==> src/rtl/ahfp_div.sv <==
// rtl/ahfp_div.sv - multi-cycle IEEE-754 single-precision divider (restoring, 1 bit/cycle)
//
// Purpose: computes result = dataa / datab with a fixed latency of 28 enabled
//   clock edges from the edge that accepts start. Denormal inputs are flushed
//   to signed zero; NaN inputs are treated as infinity.
// Optional feature: define AHFP_DIV_ROUND_EN for round half-up; otherwise the
//   quotient is truncated.
// Ports:
//   clk     in   1  rising-edge clock
//   reset_n in   1  asynchronous active-low reset
//   clk_en  in   1  when low every register holds
//   start   in   1  request; operands sampled on the accepting edge (IDLE only)
//   dataa   in  32  dividend
//   datab   in  32  divisor
//   result  out 32  quotient, held until the next completed operation
//   done    out  1  one enabled-cycle pulse when result is updated
//   busy    out  1  high from the accepting edge until done rises

module ahfp_div #(
  parameter int bias = 127
) (
  input  logic        clk,
  input  logic        reset_n,
  input  logic        clk_en,
  input  logic        start,
  input  logic [31:0] dataa,
  input  logic [31:0] datab,
  output logic [31:0] result,
  output logic        done,
  output logic        busy
);

  typedef enum logic [1:0] {IDLE, CALC, NORM, DONE} state_t;

  state_t state, state_next;

  logic [4:0]  cnt;
  logic [25:0] q;
  logic [24:0] rem;
  logic [23:0] div_m;
  logic [8:0]  a_se;      // captured {sign, exponent} of dataa
  logic [8:0]  b_se;      // captured {sign, exponent} of datab
  logic [31:0] pend;      // final word computed in NORM, published in DONE

  // FSM state register
  always_ff @(posedge clk or negedge reset_n) begin
    if (!reset_n) begin
      state <= IDLE;
    end else if (clk_en) begin
      state <= state_next;
    end
  end

  always_comb begin
    state_next = state;
    case (state)
      IDLE:    if (start) state_next = CALC;
      CALC:    if (cnt == 5'd25) state_next = NORM;
      NORM:    state_next = DONE;
      DONE:    state_next = IDLE;
      default: state_next = IDLE;
    endcase
  end

  // One restoring-division step: the remainder never exceeds 2*divisor, so
  // after a successful subtract (or a failed compare) bit 24 is always clear
  // and the left shift fits in 25 bits.
  logic        ge;
  logic [24:0] diff;

  assign ge   = (rem >= {1'b0, div_m});
  assign diff = rem - {1'b0, div_m};

  // Normalisation, rounding, range checks and special cases
  logic              sign;
  logic [7:0]        ea, eb;
  logic              a_zero, b_zero, a_inf, b_inf;
  logic [22:0]       frac_t, frac_f;
  logic signed [9:0] exp_t, exp_f;
  logic [31:0]       norm_word;
`ifdef AHFP_DIV_ROUND_EN
  logic              rbit;
  logic              carry;
`endif

  always_comb begin
    sign   = a_se[8] ^ b_se[8];
    ea     = a_se[7:0];
    eb     = b_se[7:0];
    a_zero = (ea == 8'd0);
    b_zero = (eb == 8'd0);
    a_inf  = (ea == 8'hFF);
    b_inf  = (eb == 8'hFF);

    frac_t = q[25] ? q[24:2] : q[23:1];
    exp_t  = $signed({2'b00, ea}) - $signed({2'b00, eb}) + $signed(10'(bias))
             - (q[25] ? 10'sd0 : 10'sd1);
`ifdef AHFP_DIV_ROUND_EN
    rbit            = q[25] ? q[1] : q[0];
    {carry, frac_f} = {1'b0, frac_t} + {23'd0, rbit};
    exp_f           = exp_t + $signed({9'd0, carry});
`else
    frac_f = frac_t;
    exp_f  = exp_t;
`endif

    if ((a_zero && b_zero) || (a_inf && b_inf)) begin
      norm_word = {sign, 31'h7FC00000};
    end else if (b_zero || a_inf) begin
      norm_word = {sign, 8'hFF, 23'd0};
    end else if (a_zero || b_inf) begin
      norm_word = {sign, 31'd0};
    end else if (exp_f <= 10'sd0) begin
      norm_word = 32'h00000000;
    end else if (exp_f >= 10'sd255) begin
      norm_word = {sign, 8'hFF, 23'd0};
    end else begin
      norm_word = {sign, exp_f[7:0], frac_f};
    end
  end

  // Datapath and outputs
  always_ff @(posedge clk or negedge reset_n) begin
    if (!reset_n) begin
      cnt    <= 5'd0;
      q      <= 26'd0;
      rem    <= 25'd0;
      div_m  <= 24'd0;
      a_se   <= 9'd0;
      b_se   <= 9'd0;
      pend   <= 32'd0;
      result <= 32'd0;
      done   <= 1'b0;
      busy   <= 1'b0;
    end else if (clk_en) begin
      done <= 1'b0;
      case (state)
        IDLE: begin
          if (start) begin
            a_se  <= dataa[31:23];
            b_se  <= datab[31:23];
            rem   <= {2'b01, dataa[22:0]};
            div_m <= {1'b1, datab[22:0]};
            q     <= 26'd0;
            cnt   <= 5'd0;
            busy  <= 1'b1;
          end
        end
        CALC: begin
          q   <= {q[24:0], ge};
          rem <= ge ? {diff[23:0], 1'b0} : {rem[23:0], 1'b0};
          cnt <= cnt + 5'd1;
        end
        NORM: begin
          pend <= norm_word;
        end
        DONE: begin
          result <= pend;
          done   <= 1'b1;
          busy   <= 1'b0;
        end
        default: ;
      endcase
    end
  end

endmodule

==> config.mk <==
export PLATFORM = sky130hd
export DESIGN_NAME = ahfp_div
export DESIGN_NICKNAME = d
export VERILOG_FILES = /design/src/rtl/ahfp_div.sv
export SDC_FILE = /design/constraint.sdc
export NUM_CORES = 1
export LEC_CHECK = 0
export BUFFER_PORTS_ARGS = -buffer_cell sky130_fd_sc_hd__buf_2
export CAP_MARGIN = 10
export CORE_UTILIZATION = 48
export DETAILED_ROUTE_END_ITERATION = 6
export PLACE_DENSITY = 0.66
export SKIP_LAST_GASP = 1
export SYNTH_ARGS = -nofsm -noshare
export SYNTH_HDL_FRONTEND = slang
export SYNTH_SLANG_ARGS = --single-unit
==> constraint.sdc <==
create_clock -name clk -period 11.1 [get_ports clk]
set_input_delay 0.555 -clock clk [delete_from_list [all_inputs] [get_ports clk]]
set_output_delay 0.555 -clock clk [all_outputs]
set_load 0.005 [all_outputs]
# Yosys cells after proc, flatten, opt, wreduce, memory -nomap -nowiden
# Cells that the tools add are included.
dict set report classes {
  n_addsub 5
  n_lt_le_gt_ge 3
  eq_ne 8
  mux 20
  bitwise_logic 1
  reduce_logical 16
}
# op n
set ops {}
lappend ops {{2-to-1 mux 32 bit} 4}
lappend ops {{one-hot mux 26 bit (2 select lines)} 1}
lappend ops {{2-to-1 mux 25 bit} 2}
lappend ops {{one-hot mux 25 bit (2 select lines)} 1}
lappend ops {{2-to-1 mux 31 bit} 1}
lappend ops {{2-to-1 mux 26 bit} 1}
lappend ops {{>= comparator 25 x 24 -> 1 bit} 1}
lappend ops {{subtractor 24 bit} 1}
lappend ops {{2-to-1 mux 23 bit} 1}
lappend ops {{== test 8 bit, second input constant} 2}
lappend ops {{logical NOT 8 bit} 2}
lappend ops {{AND reduction 3 bit} 4}
lappend ops {{adder 9 x 8 -> 10 bit, second input constant} 1}
lappend ops {{>= comparator 10 x 9 -> 1 bit, second input constant} 1}
lappend ops {{<= comparator 10 x 1 -> 1 bit, second input constant} 1}
lappend ops {{one-hot mux 5 bit (2 select lines)} 1}
lappend ops {{subtractor 10 x 2 -> 10 bit} 1}
lappend ops {{subtractor 8 x 8 -> 9 bit} 1}
lappend ops {{one-hot mux 2 bit (4 select lines)} 1}
lappend ops {{adder 5 x 1 -> 5 bit, second input constant} 1}
lappend ops {{== test 5 bit, second input constant} 1}
lappend ops {{2-to-1 mux 5 bit} 1}
lappend ops {{== test 2 bit, second input constant} 2}
lappend ops {{2-to-1 mux 2 bit} 2}
lappend ops {{10 further kinds} 18}
dict set report word_totals {
  register_bits 166
  input_bits 68
  out_inout_bits 34
  wordCells 64
}

# Logic depth before layout (Yosys ltp)
# Gate-level depths: netlist of run 1.
dict set report depth {
  depth_word 9
  depth_mapped 19
  depth_no_buf 18
}

# Least setup slack after synthesis of run 1
# Ideal clock, no wire load.
dict set report synth_timing {
  path_type {flip-flop to flip-flop}
  start {register a_se[1]}
  end {register pend[0]}
  setup_time_ns 0.074
  arrival_ns 3.946
  t_required_ns 11.026
  setup_slack_ns 7.079
  path_stages_with_launch 18
  n_path_buf 2
  synth_period_minus_slack_ns 4.021
  cell_sequence {dfrtp_1 > ha_1 > nor2b_1 > o31a_1 > o31a_1 > a21oi_1 > clkbuf_1 > inv_1 > ha_1 > a21o_1 > a31oi_1 > nor2b_1 > o21a_1 > a211oi_2 > nand3_2 > nand4b_4 > buf_6 > o21ai_2}
}
dict set report synth_between {
  elab_chain_cells 9
}
# item line
set synth_lines {}
lappend synth_lines {{from (decl)} 41} ;# logic [8:0] a_se;
lappend synth_lines {{from (signal assigned)} 140} ;# a_se <= dataa[31:23];
lappend synth_lines {{subtractor 8 x 8 -> 9 bit} 96} ;# exp_t = $signed({2'b00, ea}) - $signed({2'b00, eb}) + $signed(10'(bias))
lappend synth_lines {{adder 9 x 8 -> 10 bit} 96}
lappend synth_lines {{subtractor 10 x 2 -> 10 bit} 97} ;# - (q[25] ? 10'sd0 : 10'sd1);
lappend synth_lines {{>= comparator 10 x 9 -> 1 bit} 115} ;# end else if (exp_f >= 10'sd255) begin
lappend synth_lines {{2-to-1 mux 31 bit} 115}
lappend synth_lines {{2-to-1 mux 32 bit} 113} ;# end else if (exp_f <= 10'sd0) begin
lappend synth_lines {{2-to-1 mux 32 bit} 111} ;# end else if (a_zero || b_inf) begin
lappend synth_lines {{2-to-1 mux 32 bit} 109} ;# end else if (b_zero || a_inf) begin
lappend synth_lines {{2-to-1 mux 32 bit *} 107} ;# if ((a_zero && b_zero) || (a_inf && b_inf)) begin
lappend synth_lines {{to (signal assigned)} 155} ;# pend <= norm_word;
lappend synth_lines {{to (decl)} 43} ;# logic [31:0] pend;
# Mark *: on every way between the ends. The rest lies on a longest branch, timed or not.
# A chain may end at the register's enable or synchronous reset.

# Worst setup path in the final report of run 1
dict set report layout_timing {
  start {register b_se[1]}
  end {register pend[17]}
}
dict set report layout_between {
  elab_chain_cells 9
}
# item line
set layout_lines {}
lappend layout_lines {{from (decl)} 42} ;# logic [8:0] b_se;
lappend layout_lines {{from (signal assigned)} 141} ;# b_se <= datab[31:23];
lappend layout_lines {{subtractor 8 x 8 -> 9 bit} 96}
lappend layout_lines {{adder 9 x 8 -> 10 bit} 96}
lappend layout_lines {{subtractor 10 x 2 -> 10 bit} 97}
lappend layout_lines {{>= comparator 10 x 9 -> 1 bit} 115}
lappend layout_lines {{2-to-1 mux 31 bit} 115}
lappend layout_lines {{2-to-1 mux 32 bit} 113}
lappend layout_lines {{2-to-1 mux 32 bit} 111}
lappend layout_lines {{2-to-1 mux 32 bit} 109}
lappend layout_lines {{2-to-1 mux 32 bit *} 107}
# Marks and branches as above.

==> results of run 1 <==
-- path summary, 6_finish.rpt --
check / start / to / slack [ps] / cells past startpoint
min reg2reg: div_m[23] / div_m[23] / 460 / 2
max: b_se[1] / pend[17] / 6090 / 16
max reg2reg: b_se[1] / pend[17] / 6090 / 16
min: reset_n / result[25] / 230 / 1
min in group clk: dataa[24] / a_se[1] / 320 / 3
max in group asynchronous: reset_n / rem[19] / 9430 / 2
-- layout make-up --
class / count / area, um2 / area share
multi-input combinational: 709 / 4680 / 0.446
sequential: 166 / 4150 / 0.395
antenna: 2 / 5.00 / 0.000476
inverter: 59 / 221 / 0.0211
clock inverter: 14 / 140 / 0.0133
timing repair buffer: 110 / 577 / 0.0549
tap: 234 / 293 / 0.0279
clock buffer: 18 / 429 / 0.0409
-- cell usage in the layout (no fill, tap or decap), types with 16 or more instances in the layout --
cell type	n
dfrtp_1	166
o22ai_1	17
nand3_1	16
inv_1	59
nor2_1	48
o21ai_2	21
ha_1	44
a211oi_1	18
nand2_1	169
xnor2_1	16
mux2_2	43
xor2_1	16
mux2i_1	31
clkbuf_16	17
o21ai_0	89
a21oi_1	56
buf_2	100
-- flip-flops by register name (all words and copies together), names as in the netlist --
name and flops:
rem 25, a_se 9, done 1, result 32, pend 32, state 2, busy 1, div_m 24
cnt 5, b_se 9, q 26
-- routing by layer --
layer	wire length [um]	global-route usage	up-vias
met1	9920	0.295	3394
met5	0	0	-
met3	513	0.0397	17
met4	263	0.0715	0
li1	-	-	3611
met2	9480	0.349	129
-- cell families after synthesis --
kind of cell,after synthesis,share of synthesized area
compound gates,258,0.176
xor+xnor,33,0.0328
fa+ha+maj,47,0.0661
buf+inv,104,0.0445
flops,166,0.450
mux,74,0.0861
simple gates,297,0.145
-- metrics by stage --
| stage | util | setup slack (ps) | hold WS [ps] |
|---|---|---|---|
| after detailed placement | 0.529 | 6100 | 447 |
| after global placement | 0.529 | 6240 | 432 |
| final | 0.560 | 6090 | 231 |
| after global routing | 0.560 | 5780 | 305 |
| after CTS | 0.559 | 6090 | 263 |
| after floorplan | - | 7080 | 259 |
-- worst max-delay path, stage by stage (launching register included) --
cell and delay, ps:
dfrtp_1 380, inv_1 150, ha_1 250, nor2b_1 140, o31a_1 290, o31a_1 250
a21oi_1 710, inv_1 100, ha_1 390, a21o_1 190, a31oi_1 450, nor2b_1 140
o21a_1 200, a211oi_2 270, nand3_2 160, nand4b_4 530, o21ai_0 300
==> results.txt, run 1 <==
Final ANT Viol Nets = 0
Syn Area/Cell = 9.43 um2
WL final = 20.2 mm
leading area contributor after synthesis = dfrtp_1
Max Cap Viol = 0
vias in the first global route = 6,842
die area = 19,800 um2
dpl cells = 1,277
Clock Skew = 7.85 ps
outcome = finished, final reports clean
Synth Net Count = 1,094
grt total ovfl = 0
Seq/Total Area, Yosys = 0.450
CTS tree = done
final setup TNS = 0 ps
GPL Wtd Cong = 0.852
largest net degree at the start of global routing = 101
critical path data arrival time = 5350 ps
Wirelength per Cell = 15.4 um
drt pass-1 iters = 5
post-DP HPWL = 13.9 mm
Ports = 102
DP Area = 9920 um2
Post-route DRC = 0
Non-Filler Instances = 1,312
post-CTS sizing = 0
startpoint types = flip-flop
IO Port Bufs = 101
Hold Fails Final Rpt = 0
Syn Inst Count = 979
Hold/Removal Path Class = in -> async
post-CTS setup buffers = 0
most frequent cell after synthesis = nand2_1
Num Clock Sinks = 166
Hold Buf Count CTS = 0
die height = 141 um
Row Count = 50
Clk Latency, worst-skew pair = 430 ps
RSZ-0062 raised after global routing = false
Period minus WS final = 5010 ps
share of cells above drive strength 1 = 0.202
fin area = 10,500 um2
worst-margin pin slew = 1020 ps
root buffer cell = clkbuf_16
share of the synthesized area in the top cell type = 0.450
Yosys Warn Count = 0
Area Growth Syn to Fin = 13.8%
Synth Flop Type = dfrtp_1
top cells by instance count after synthesis = 169 x nand2_1, 166 x dfrtp_1, 89 x o21ai_0, 59 x inv_1, 56 x a21oi_1
Synth area leaders = dfrtp_1 45%, nand2_1 6.9%, ha_1 6.0%
Seq cells post-synth = 166
initial DRC count = 465
Crit path required time = 11,440 ps
Post-synth ARST share = 1.00
maximum clock path buffer count = 2
Post-synth EDFFs = 0
max frequency = 0.200 GHz
count of cell types in the netlist = 64
Slew Limit Headroom = 0.319
mapped cell area = 9230 um2
fin nets = 1,178
fin. max-slew vios = 0
Clk pin slew, worst setup/hold paths = 70 ps
Die X = 141 um
Tcrit/Tclk final = 0.451
core footprint = 18,800 um2
vias per cell = 5.45
Crit Path Category = reg -> reg
global-route wire length before repair = 34.1 mm
antenna violations before repair = 2
H-Tree Level Count = 4
vias = 7,151
gr usage total = 0.217
Worst Setup End Kind = flip-flop
Max Fanout on Critical Path = 22
Initial Utilization = 0.492
TritonCTS Buffers = 17
fillcell total = 1,694
Setup Viol. Count Final = 0
Power of run 1 is not shown: default switching activity piles up to over one toggle a cycle in this logic, so the estimate is an artifact.
==> run 2, diff against run 1 <==
--- a/config.mk
+++ b/config.mk
@@ -5,6 +5,7 @@
 export SDC_FILE = /design/constraint.sdc
 export NUM_CORES = 1
 export LEC_CHECK = 0
+export ABC_AREA = 1
 export BUFFER_PORTS_ARGS = -buffer_cell sky130_fd_sc_hd__buf_2
 export CAP_MARGIN = 10
 export CORE_UTILIZATION = 48
==> constraint.sdc (replaced) <==
create_clock -name clk -period 4.7 [get_ports clk]
set_input_delay 0.235 -clock clk [delete_from_list [all_inputs] [get_ports clk]]
set_output_delay 0.235 -clock clk [all_outputs]
set_load 0.005 [all_outputs]
==> run 2 against run 1 <==
Synthesized area grew 0.22%; core utilization rose by 0.30 points; cell count increased by 13%; fmax is 31% higher; sequential cell count did not move; setup slack lost 5200 ps; clock skew increased by 1.1 ps; final area up 0.54%.
==> results.txt, run 2 <==
IO Port Bufs = 101
R2R Setup Slk = 870 ps
count of cell types in the netlist = 41
CTS tree = done
outcome = finished, final reports clean
Synth area leaders = dfrtp_1 45%, nand2_1 11%, o21ai_0 6.9%
Antenna diodes = 0
TritonCTS Buffers = 17
largest net degree at the start of global routing = 78
most frequent cell after synthesis = nand2_1
Wirelength per Cell = 13.9 um
critical path data arrival time = 4190 ps
Row Count = 50
Crit path top cell by count = nand2_1
Setup Viol. Count Final = 0
vias in the first global route = 7,530
grt total ovfl = 0
Crit Path Category = reg -> reg
post-DP HPWL = 14.6 mm
vias = 7,642
share of the synthesized area in the top cell type = 0.449
global-route wire length before repair = 35.8 mm
commonest non-fill, non-tap cell in the layout = nand2_1
drt pass-1 iters = 7
CP peak stage delay = 430 ps
RSZ-0062 raised after global routing = false
leading area contributor after synthesis = dfrtp_1
R2R depth = 23
Final ANT Viol Nets = 0
H-Tree Level Count = 4
most frequent cells in the layout = 279 x nand2_1, 166 x dfrtp_1, 136 x inv_1
HP Start = datab[13]
root buffer cell = clkbuf_16
Hold/Removal Path Class = in -> reg
antenna violations before repair = 0
fin. max-slew vios = 0
Tcrit/Tclk final = 0.814
WHS Path Cells = 3
Max Fanout on Critical Path = 22
Hold Buf Count CTS = 3
mapped cell area = 9250 um2
Die X = 141 um
Post-synth ARST share = 1.00
Hold Fails Final Rpt = 0
Post-synth EDFFs = 0
Synth Net Count = 1,258
worst-path cell chain = inv_1, ha_1, inv_1, fa_1, a31o_2, xor2_1, inv_1, ha_1, nand2_1, o21ai_0, a21o_1, nand2_1, nand2_1, nand2_1, nand2_1, inv_2, nand2_1, nand2_2, nand2_4, nand2_4, nor2_4, nand2_1, nand2_1
final setup TNS = 0 ps
Max stage delay cell, worst path = fa_1
post-CTS setup buffers = 0
FF-to-FF End = pend[5]
Period minus WS final = 3830 ps
Synth Flop Type = dfrtp_1
top cells by instance count after synthesis = 279 x nand2_1, 166 x dfrtp_1, 137 x inv_1, 127 x o21ai_0, 83 x a21oi_1
Clk pin slew, worst setup/hold paths = 70 ps
Worst Hold Path EP = div_m[13]
Ports = 102
Max Cap Viol = 0
initial DRC count = 528
gr usage total = 0.224
Yosys Warn Count = 0
startpoint types = flip-flop
WL final = 20.5 mm
Num Clock Sinks = 166
share of cells above drive strength 1 = 0.151
biggest regs = pend (32), result (32), q (26)
Post-route DRC = 0
Worst R2R Start = a_se[0]
core footprint = 18,800 um2
Syn Area/Cell = 8.09 um2
post-CTS sizing = 0
Seq/Total Area, Yosys = 0.449
vias per cell = 5.17
Area Growth Syn to Fin = 14.1%
Crit path required time = 5060 ps
die area = 19,800 um2
Clock Skew = 8.91 ps
Clk Latency, worst-skew pair = 430 ps
max frequency = 0.261 GHz
GPL Wtd Cong = 0.872
die height = 141 um
Slew Limit Headroom = 0.346
Worst Setup End Kind = flip-flop
worst-margin pin slew = 980 ps
Syn Inst Count = 1,143
Seq cells post-synth = 166
maximum clock path buffer count = 2
fin nets = 1,348
Initial Utilization = 0.493
==> run 2: worst max path at each step <==
stage	startpoint	endpoint	cells after the start
floorplan	a_se[0]	pend[19]	21
global placement	a_se[0]	pend[9]	23
detailed placement	a_se[0]	pend[5]	23
CTS	a_se[0]	pend[5]	23
global route	a_se[0]	pend[4]	23
finish	a_se[0]	pend[5]	23
==> run 2: critical path, delay by kind of cell (launching register included) <==
family	cells	cell delay [ps]
buffers and inverters	4	260
flip-flops	1	380
XOR/XNOR	1	170
adder cells (fa/ha/maj)	3	930
AO/OA/AOI/OAI	3	710
AND/OR/NAND/NOR	12	1300
==> run 2: per-layer routing <==
layer  vias to the layer above  share of wire  global-route usage
met2                       141           0.47               0.371
met1                      3547           0.48               0.305
met4                         0          0.015              0.0686
li1                       3931              -                   -
met3                        23          0.030              0.0319
met5                         -              0                   0
==> run 2: kinds of logic after synthesis <==
group / after synthesis / synth area share
simple gates: 427 / 0.191
xor+xnor: 28 / 0.0265
flops: 166 / 0.449
mux: 32 / 0.0388
fa+ha+maj: 47 / 0.0660
buf+inv: 181 / 0.0760
compound gates: 262 / 0.153
==> run 2: layout make-up <==
cell class                      instances  area [um2]
Fill cell                            1764        8210
Clock buffer                           21         460
Timing Repair Buffer                  114         617
Tap cell                              234         293
Sequential cell                       166        4150
Multi-Input combinational cell        796        4390
Clock inverter                         10         124
Inverter                              138         518
==> run 2: metrics by stage <==
step	util	cell area, um2	cells	setup WS, ps	hold slack (ps)
2_1_floorplan	-	9250	1143	1440	-60.6
3_3_place_gp	0.530	9950	1445	1080	269
3_5_place_dp	0.530	9950	1445	930	271
4_1_cts	0.563	10600	1479	875	1.48
5_1_grt	0.563	10600	1479	493	16.0
6_report	0.563	10600	1479	873	8.29
Power of run 2 is left out for the same reason.
==> run 3, diff against run 2 <==
==> constraint.sdc (replaced) <==
create_clock -name clk -period 3.6 [get_ports clk]
set_input_delay 0.18 -clock clk [delete_from_list [all_inputs] [get_ports clk]]
set_output_delay 0.18 -clock clk [all_outputs]
set_load 0.005 [all_outputs]
==> run 3 against run 2 <==
Core utilization is 3.5 points higher; fmax is 11% higher; sequential share of layout area is 2.3 points lower; via count is 2.6% higher; worst hold slack better by 12 ps; global-route usage is 0.23 points higher; setup slack worse by 730 ps; sequential cell count stayed put; register-to-register slack worse by 730 ps; clock skew is 2.7 ps higher; cell count is 3.7% higher; routed wire length is 2.8% higher; critical path type unchanged; largest cell class unchanged.
==> results.txt, run 3 (synthesis gave the netlist of run 2 again) <==
Post-route DRC = 0
fin nets = 1,401
fillcell total = 1,719
largest net degree at the start of global routing = 78
Worst Setup End Kind = flip-flop
drt pass-1 iters = 5
Num Clock Sinks = 166
biggest regs = pend (32), result (32), q (26)
vias in the first global route = 7,495
post-DP HPWL = 14.5 mm
Worst Setup EP = pend[21]
root buffer cell = clkbuf_16
most frequent cells in the layout = 273 x nand2_1, 166 x dfrtp_1, 132 x inv_1
Wirelength per Cell = 13.8 um
WL final = 21.1 mm
GR peak layer = met2
Worst R2R Start = a_se[0]
Final ANT Viol Nets = 0
initial DRC count = 438
Period minus WS final = 3450 ps
DP Area = 9990 um2
GPL Wtd Cong = 0.865
Max Cap Viol = 0
critical path data arrival time = 3780 ps
dpl cells = 1,449
Antenna diodes = 0
Crit path required time = 3920 ps
IO Port Bufs = 101
Non-Filler Instances = 1,533
Slew Limit Headroom = 0.501
TritonCTS Buffers = 17
Hold Fails Final Rpt = 0
Setup Viol. Count Final = 0
Area Growth Syn to Fin = 21.3%
antenna violations before repair = 0
share of cells above drive strength 1 = 0.175
Worst Setup SP = a_se[0]
grt total ovfl = 0
routing usage on met1 = 0.307
gr usage total = 0.226
outcome = finished, final reports clean
Ports = 102
startpoint types = flip-flop
core footprint = 18,800 um2
CTS tree = done
grt met3 use = 0.0289
Clock Skew = 11.6 ps
Hold/Removal Path Class = in -> reg
maximum clock path buffer count = 2
Max Fanout on Critical Path = 11
FF-to-FF End = pend[21]
R2R depth = 25
Crit Path Category = reg -> reg
Clk pin slew, worst setup/hold paths = 70 ps
worst-margin pin slew = 742 ps
fin area = 11,200 um2
commonest non-fill, non-tap cell in the layout = nand2_1
Row Count = 50
Clk Latency, worst-skew pair = 430 ps
H-Tree Level Count = 4
Die X = 141 um
max frequency = 0.290 GHz
die height = 141 um
vias per cell = 5.11
met2 Use GR = 0.372
global-route wire length before repair = 35.8 mm
Tcrit/Tclk final = 0.960
fin. max-slew vios = 0
R2R Setup Slk = 150 ps
die area = 19,800 um2
vias = 7,841
Initial Utilization = 0.493
-- run 3: changes by cell type in the layout (fill, tap and decap cells not counted), moves of 4 or more --
cell,change
nand2_1,-6
inv_8,+6
inv_2,+4
nand2_2,+6
inv_1,-4
dlygate4sd3_1,+40
buf_4,+9
-- run 3: per-stage QoR --
stage	utilization	TNS (ps)	hold WS, ps	setup WS, ps
floorplan	-	0	-116	335
global placement	0.532	-368	269	-19.8
detailed placement	0.532	-2960	268	-149
CTS	0.588	0	11.3	0.905
global route	0.598	-1070	50.0	-69.0
finish	0.598	0	19.9	146
-- run 3: what timing repair did --
action / in CTS / in global routing
pin swaps: 2 / 7
buffers inserted: 1 / 7
gates cloned: 1 / 0
resized for setup: 2 / 26
endpoints found under the hold margin: 117 / 0
hold buffers: 43 / 0
setup endpoints to repair: 22 / 32
-- run 3: area by class of cell --
cell class              count  area, um2  area share
clock buffers              17        425      0.0379
clock inverters            15        164      0.0146
inverters                 138        518      0.0462
multi-input cells         797       4520       0.403
flip-flops and latches    166       4150       0.370
well taps                 234        293      0.0261
repair buffers            166       1140       0.102
-- run 3: worst min path at each step --
stage / from / endpoint / slack, ps / cells after the start
6_report: clk_en / done / 20 / 2
5_1_grt: clk_en / done / 50 / 2
4_1_cts: clk_en / done / 10 / 2
3_5_place_dp: reset_n / result[27] / 270 / 1
3_3_place_gp: reset_n / result[27] / 270 / 1
2_1_floorplan: reset_n / a_se[0] / -120 / 0
-- run 3: worst max-delay path: stages (launching register included) --
cell and delay (ps):
dfrtp_1 390, inv_2 70, ha_1 150, inv_2 50, fa_2 360, a31o_2 270, xor2_2 160, inv_2 60
ha_4 260, a21oi_2 180, o21ai_2 100, buf_4 140, a21o_1 140, nand2_1 90, nand2_1 70, nand2_2 110
nand2_2 80, inv_2 40, nand2_1 60, nand2_2 90, nand2_4 70, nand2_4 100, nor2_4 60, buf_12 140
nand2_1 60, nand2_1 50
-- run 3: routing by layer --
metal	wire [um]	part of all wire
met1	10000	0.47
met2	10000	0.48
met3	707	0.033
met4	369	0.017
met5	0	0
Power of run 3 is left out for the same reason.
